**config.mk**
```make
export PLATFORM = sky130hd
export DESIGN_NAME = snoop_bus_arbiter
export DESIGN_NICKNAME = d
export VERILOG_FILES = /design/src/rtl/types_pkg.sv /design/src/rtl/snoop_bus_arbiter_rr_picker.sv /design/src/rtl/snoop_bus_arbiter.sv
export SDC_FILE = /design/constraint.sdc
export NUM_CORES = 1
export LEC_CHECK = 0
export CAP_MARGIN = 15
export CORE_MARGIN = 4
export CORE_UTILIZATION = 48
export CTS_CLUSTER_DIAMETER = 30
export DETAILED_ROUTE_END_ITERATION = 16
export GPL_ROUTABILITY_DRIVEN = 0
export MAX_ROUTING_LAYER = met4
export PLACE_DENSITY = 0.88
export SLEW_MARGIN = 0
export SYNTH_ARGS = -nofsm -noshare
export SYNTH_HDL_FRONTEND = slang
export SYNTH_SLANG_ARGS = --single-unit
```
**constraint.sdc**
```tcl
create_clock -name clk -period 1.95 [get_ports clk]
set_clock_uncertainty 0.1 [all_clocks]
set_input_delay 0.39 -clock clk [delete_from_list [all_inputs] [get_ports clk]]
set_output_delay 0.39 -clock clk [all_outputs]
set_load 0.1 [all_outputs]
```
**src/rtl/types_pkg.sv**
```systemverilog
// Shared bus-agent constants and the snoop bus arbiter state encoding.
package types;

  localparam int NUM_CPUS           = 4;
  localparam int ARB_TIMEOUT_CYCLES = 64;

  typedef enum logic [1:0] {
    ARB_IDLE = 2'd0,
    ARB_BUSY = 2'd1,
    ARB_GAP  = 2'd2
  } arb_state_t;

endpackage

```
**src/rtl/snoop_bus_arbiter_rr_picker.sv**
```systemverilog
// Combinational round-robin picker: first set req bit at or above prio_ptr, wrapping.
module rr_picker #(
  parameter int NUM_CPUS = 4,
  parameter int IW       = $clog2(NUM_CPUS)
) (
  input  logic [NUM_CPUS-1:0] req,
  input  logic [IW-1:0]       prio_ptr,
  output logic                found,
  output logic [IW-1:0]       idx
);

  // cand[k] is the agent index examined at search position k.
  logic [IW-1:0] cand [NUM_CPUS];

  genvar gi;
  generate
    for (gi = 0; gi < NUM_CPUS; gi++) begin : g_cand
      logic [IW:0] sum;
      assign sum      = {1'b0, prio_ptr} + (IW+1)'(gi);
      assign cand[gi] = (sum >= (IW+1)'(NUM_CPUS)) ? IW'(sum - (IW+1)'(NUM_CPUS))
                                                   : sum[IW-1:0];
    end
  endgenerate

  always_comb begin
    found = 1'b0;
    idx   = '0;
    for (int i = 0; i < NUM_CPUS; i++) begin
      if (!found && req[cand[i]]) begin
        found = 1'b1;
        idx   = cand[i];
      end
    end
  end

endmodule

```
**src/rtl/snoop_bus_arbiter.sv**
```systemverilog
// Round-robin snoop bus arbiter holding the grant for a full transaction with a dead cycle between owners.
// Optional ownership watchdog enabled by defining SNOOP_ARB_TIMEOUT_EN.
module snoop_bus_arbiter #(
  parameter int NUM_CPUS       = types::NUM_CPUS,
  parameter int TIMEOUT_CYCLES = types::ARB_TIMEOUT_CYCLES
) (
  input  logic                        clk,
  input  logic                        rst,
  input  logic [NUM_CPUS-1:0]         req,
  input  logic                        bus_done,
  output logic [NUM_CPUS-1:0]         gnt,
  output logic                        busy,
  output logic [$clog2(NUM_CPUS)-1:0] owner,
  output logic                        timeout_err
);

  import types::*;

  localparam int IW = $clog2(NUM_CPUS);

  generate
    if (NUM_CPUS < 2 || TIMEOUT_CYCLES < 1) begin : g_bad_param
      $error("snoop_bus_arbiter: NUM_CPUS must be >= 2 and TIMEOUT_CYCLES >= 1");
    end
  endgenerate

  arb_state_t          state_reg, state_next;
  logic [NUM_CPUS-1:0] gnt_reg, gnt_next;
  logic [IW-1:0]       owner_reg, owner_next;
  logic [IW-1:0]       prio_reg, prio_next;
  logic                timeout_reg, timeout_next;
  logic                pick_found;
  logic [IW-1:0]       pick_idx;
  logic                wd_expire;
  logic                release_now;

  rr_picker #(
    .NUM_CPUS (NUM_CPUS),
    .IW       (IW)
  ) u_picker (
    .req      (req),
    .prio_ptr (prio_reg),
    .found    (pick_found),
    .idx      (pick_idx)
  );

`ifdef SNOOP_ARB_TIMEOUT_EN
  localparam int CW = $clog2(TIMEOUT_CYCLES + 1);

  logic [CW-1:0] wd_cnt_reg, wd_cnt_next;

  // Counter is zero on the first BUSY cycle, so cnt == T-1 marks the T-th owned cycle.
  always_comb begin
    wd_cnt_next = '0;
    if (state_reg == ARB_BUSY) begin
      wd_cnt_next = wd_cnt_reg + CW'(1);
    end
  end

  always_ff @(posedge clk or posedge rst) begin
    if (rst) begin
      wd_cnt_reg <= '0;
    end else begin
      wd_cnt_reg <= wd_cnt_next;
    end
  end

  assign wd_expire = (state_reg == ARB_BUSY) && (wd_cnt_reg == CW'(TIMEOUT_CYCLES - 1));
`else
  assign wd_expire = 1'b0;
`endif

  assign release_now = bus_done || !req[owner_reg] || wd_expire;

  always_ff @(posedge clk or posedge rst) begin
    if (rst) begin
      state_reg   <= ARB_IDLE;
      gnt_reg     <= '0;
      owner_reg   <= '0;
      prio_reg    <= '0;
      timeout_reg <= 1'b0;
    end else begin
      state_reg   <= state_next;
      gnt_reg     <= gnt_next;
      owner_reg   <= owner_next;
      prio_reg    <= prio_next;
      timeout_reg <= timeout_next;
    end
  end

  always_comb begin
    state_next = state_reg;
    case (state_reg)
      ARB_IDLE: if (pick_found)  state_next = ARB_BUSY;
      ARB_BUSY: if (release_now) state_next = ARB_GAP;
      ARB_GAP:                   state_next = ARB_IDLE;
      default:                   state_next = ARB_IDLE;
    endcase
  end

  always_comb begin
    gnt_next     = gnt_reg;
    owner_next   = owner_reg;
    prio_next    = prio_reg;
    timeout_next = 1'b0;
    case (state_reg)
      ARB_IDLE: begin
        if (pick_found) begin
          gnt_next           = '0;
          gnt_next[pick_idx] = 1'b1;
          owner_next         = pick_idx;
          prio_next          = (pick_idx == IW'(NUM_CPUS - 1)) ? '0 : pick_idx + 1'b1;
        end
      end
      ARB_BUSY: begin
        if (release_now) begin
          gnt_next     = '0;
          // A voluntary release in the expiry cycle is not a timeout.
          timeout_next = wd_expire && !bus_done && req[owner_reg];
        end
      end
      default: gnt_next = '0;
    endcase
  end

  assign gnt         = gnt_reg;
  assign busy        = |gnt_reg;
  assign owner       = owner_reg;
  assign timeout_err = timeout_reg;

  a_gnt_onehot0: assert property (@(posedge clk) disable iff (rst) $onehot0(gnt_reg));

  a_gnt_stable_busy: assert property (@(posedge clk) disable iff (rst)
    (state_reg == ARB_BUSY) |=> (state_reg != ARB_BUSY || $stable(gnt_reg)));

  a_gnt_gap_between_owners: assert property (@(posedge clk) disable iff (rst)
    (gnt_reg != '0) |=> (gnt_reg == '0 || gnt_reg == $past(gnt_reg)));

endmodule

```
Word level (Yosys, flattened, before mapping)
Index checks and enable logic that the tools add are counted.
{ "classes": {"shift": 0, "n_reduce_logical": 13, "n_div": 0, "n_addsub": 8, "n_eq_ne": 4, "order_cmp": 11, "mul": 0, "bitwise_logic": 0, "n_mux": 31} }
{ "op_table": {"columns": ["operator", "count"], "rows": [
  ["2-bit 2-to-1 mux", 11],
  ["2-bit by 3-bit less-than comparator with 1-bit output (second input constant)", 6],
  ["1-bit binary-select mux with 2-bit select", 5],
  ["1-bit 2-to-1 mux", 10],
  ["3-bit >= comparator (second input constant)", 3],
  ["4-bit 2-to-1 mux", 2],
  ["4-bit case mux with 2 select lines", 1],
  ["2-bit by 1-bit subtractor with 2-bit output (second input constant)", 4],
  ["2-bit by 2-bit adder with 3-bit output (second input constant)", 2],
  ["1-bit logical AND", 4],
  ["1-bit logical NOT", 4],
  ["2-bit != test (second input constant)", 2],
  ["2-bit case mux with 2 select lines", 1],
  ["2-bit AND reduction", 2],
  ["4-bit OR reduction", 1],
  ["2-bit by 1-bit adder with 3-bit output (second input constant)", 1],
  ["2-bit by 3-bit >= comparator with 1-bit output (second input constant)", 1],
  ["2-bit by 1-bit adder with 2-bit output (second input constant)", 1],
  ["1-bit demux with 2-bit select", 1],
  ["2-bit by 1-bit == test with 1-bit output (second input constant)", 1],
  ["2-bit == test (second input constant)", 1],
  ["2-bit by 1-bit >= comparator with 1-bit output (second input constant)", 1],
  ["2-bit logical NOT", 1],
  ["1-bit logical OR", 1]
]} }
{ "totals": {"mem_bits_ro": 0, "out_inout_bits": 8, "input_bits": 7, "register_bits": 10, "mem_bits_rw": 0, "n_memories": 0, "latchBits": 0} }

Logic depth before layout (Yosys ltp)
Gate-level depths: netlist (run 1).
{ "logic_depth": {"depth_word": 20, "depth_mapped": 7} }

By module
Synthesis (run 1) repeated with hierarchy kept, for this count alone.
{ "unflattened": {"cells_unflattened": 60, "area_unflattened_um2": 595.6} }
{ "modules_own_cells": {"columns": ["mod", "instances", "seq_area_each_um2", "cells_each", "area_each_um2"], "rows": [
  ["snoop_bus_arbiter", 1, 250.2, 45, 518.0],
  ["rr_picker", 1, 0.0, 15, 77.6]
]} }

Worst setup path after synthesis (run 1)
OpenSTA, ideal clock, no wires.
{ "synth_path": {"kind": "register to output", "startpoint": "reg gnt_reg[0] (netlist: gnt[0])", "endpoint": "out busy", "setup_slack_ns": -0.355, "arrival_ns": 1.815, "path_stages_with_launch": 2, "cell_sequence": "dfrtp_1 or4_1"} }
{ "synth_between": {"elab_chain_cells": 1} }
{ "synth_rtl": {"columns": ["item", "line_no", "text"], "rows": [
  ["start, declared", "snoop_bus_arbiter.sv:28", "logic [NUM_CPUS-1:0] gnt_reg, gnt_next;"],
  ["start signal, assigned", "snoop_bus_arbiter.sv:84", "gnt_reg <= gnt_next;"],
  ["4-bit OR reduction", "snoop_bus_arbiter.sv:127", "assign busy = |gnt_reg;"],
  ["end, declared", "snoop_bus_arbiter.sv:12", "output logic busy,"]
]} }
Every way passes these cells.

Worst setup path in the final report (run 1)
{ "layout_path": {"startpoint": "reg gnt_reg[1] (netlist: gnt[1])", "endpoint": "out busy"} }
Same word-level chain as after synthesis.

==> run_results.csv, run 1 <==
group,metric,value,unit
status,status,"finished, final reports clean",
finish,largest_reg_flops,4,
global_routing,grt_pass1_vias,619,
yosys,synth_cells,67,
floorplanning,ios,15,
sta,max_freq,0.5328,GHz
finish,final_core_util,0.7942,
finish,multi_input_area,420.4,um^2
global_routing,antenna_found_initial,0,
sta,fin_setup_tns,0,ns
detailed_routing,dr.first_iter.drc_count,14,
yosys,netlist_top_cells_count,"dfrtp_1 (10), nand2_1 (8), a21oi_1 (5), nand2b_1 (5)",
yosys,syn_area,670.6,um^2
yosys,yosysSeqAreaShare,0.3731,
yosys,synth_flop_cell,"dfrtp_1",
yosys,synth_warnings,0,
yosys,synth_edf_count,0,
critical_path,path_buf_inv,1,
detailed_routing,wl_met2,851,um
critical_path,cp-end-kind,"primary output",
sta,slew_violations,0,
detailed_routing,drt-total-wl,1.752,mm
sta,setup_viol,0,
finish,regArea,251.5,um^2
detailed_routing,drc,0,
detailed_routing,route.detailed.wl_per_inst,16.07,um
critical_path,crit_path_start_kind,"register",
min_path,min_path_type,"input pin to async pin",
finish,num-fill-cells,72,
finish,fin_nets,106,
yosys,ys_types,30,
global_routing,track_usage,0.2003,
critical_path,cpMaxStageDelayCell,"or4_4",
finish,antennaDiodeCount,0,
global_routing,grt-ovfl-total,0,
yosys,synth_top_area_frac,0.3731,
critical_path,cp.required,1.46,ns
finish,syn_to_final_growth,54.10,%
detailed_routing,wl_met1,733,um
sta,fin_crit,1.877,ns
global_routing,grt_max_degree,13,
placed_design,dpl.hpwl,1.228,mm
critical_path,slowest_delay,0.51,ns
clock_tree,cts.sinks,10,
clock_tree,cts_hold_buf,0,
yosys,yosys-top-cells-area,"dfrtp_1 (37%), ha_1 (7.5%), a22o_1 (5.2%)",
floorplanning,die_area,2059,um^2
clock_tree,cts_tree,"built",
clock_tree,cts.path.max_buffers,2,
critical_path,crit_path_max_fanout,3,
clock_tree,clk_latency,0.27,ns
critical_path,cp_data_arrival_time,1.39,ns
floorplanning,std_cell_rows,13,
clock_tree,cts_root_buf,"clkbuf_4",
yosys,synth.most_common_cell,"dfrtp_1",
yosys,synth_seq_cells,10,
floorplanning,die_width,45.38,um
yosys,syn_nets,78,
floorplanning,dieHeight,45.38,um
run,max-cap-violations,0,
detailed_routing,drtPass1Iterations,4,
detailed_routing,wl_met3,127,um
detailed_routing,vias_per_cell,5.899,
clock_tree,clk_pin_slew,0.07,ns
clock_tree,numCtsBuffers,3,
critical_path,path_delay_family,"simple AND/OR/NAND/NOR gates",
placed_design,io_buffers,13,
sta,final-hold-violation-count,0,
sta,rsz0062_at_grt,"false",
detailed_routing,vias,643,
clock_tree,cts_max_level,1,
detailed_routing,ant_nets,0,
sta,period_share,0.9626,
floorplanning,initial_utilization,0.5154,
yosys,synth_top_area_cell,"dfrtp_1",
global_routing,grt_pass1_wl,2.801,mm
yosys,synthArstFlopShare,1.000,
critical_path,crit_chain,"or4_4 -> buf_12",
critical_path,path_class,"register to primary output",
finish,drive_above_1_share,0.3830,
floorplanning,core_area,1301,um^2
yosys,syn_area_per_cell,10.01,um^2
detailed_routing,top_layer_used,"met4",
## cells by family (layout without fill, tap and decap cells)
kind of cell               after synthesis  in the layout  synth area share
and+or+nand+nor                         27             27            0.2556
AOI/OAI and AO/OA                       17             17            0.1940
muxes                                    2              2           0.05596
buffers and inverters                    6             33           0.04104
adders and majority gates                4              4           0.07463
other                                    1              1          0.005592
DFF                                     10             10            0.3731
## timing repair
item / CTS / global route
pin swaps: 1 / 1
resized for setup: 1 / 5
endpoints found under the setup margin: 6 / 9
buffers inserted: 1 / 2
## worst reg2reg max path: stages, from the launching register on
cell	delay, ns
dfrtp_1	0.48
inv_1	0.13
a21oi_1	0.18
o32a_1	0.27
inv_1	0.09
ha_1	0.20
a22o_1	0.21
## layout by cell type (no fill, tap or decap), types with 3 or more instances in the layout
cell,netlist,layout
clkbuf_4,0,3
nor2b_1,3,3
buf_12,0,7
a22o_1,4,4
ha_1,4,4
inv_1,4,4
nand2_1,8,8
nand2b_1,5,4
clkdlybuf4s50_1,0,4
buf_4,1,12
dfrtp_1,10,9
a21oi_1,5,4
## layout make-up
class | count | share of cell area
well taps | 15 | 0.01816
inverters | 4 | 0.01453
flip-flops and latches | 10 | 0.2433
clock buffers | 4 | 0.03511
repair buffers | 25 | 0.2821
multi-input cells | 51 | 0.4068
## layer usage
layer	global-route usage	up-vias
met3	0.07510	8
met4	0.09942	0
met2	0.2730	25
met1	0.2568	309
met5	-	-
li1	-	301
## per-stage QoR
step	setup WS, ns	std cells	hold WS, ns	area (um^2)
after global placement	-0.2108	102	0.4291	949.7
after floorplan	-0.1158	67	0.1301	675.6
after global routing	0.01739	109	0.3152	1033
after CTS	0.005360	107	0.3059	992.2
final	0.07296	109	0.2873	1033
after detailed placement	-0.2775	102	0.4351	949.7
## path summary, 6_finish.rpt
check	start	to	slack (ns)	cells past startpoint
worst max-delay path	gnt[1]	busy	0.07	2
max in group asynchronous	rst	owner[0]	1.16	2
worst min register to register	state_reg[1]	state_reg[1]	0.45	1
worst min-delay path	rst	gnt[0]	0.29	2
worst max register to register	prio_reg[0]	gnt[1]	0.18	6
min in group clk	state_reg[1]	state_reg[1]	0.45	1
Power of run 1 is not shown: default switching activity piles up to over one toggle a cycle in this logic, so the estimate is an artifact.
==> run 2: changes to the inputs <==
Settings changed: CAP_MARGIN 15 to 20.
==> results of run 2 <==
Final layout, timing and power as in run 1 (identical DEF).
Power of run 2 is left out for the same reason.
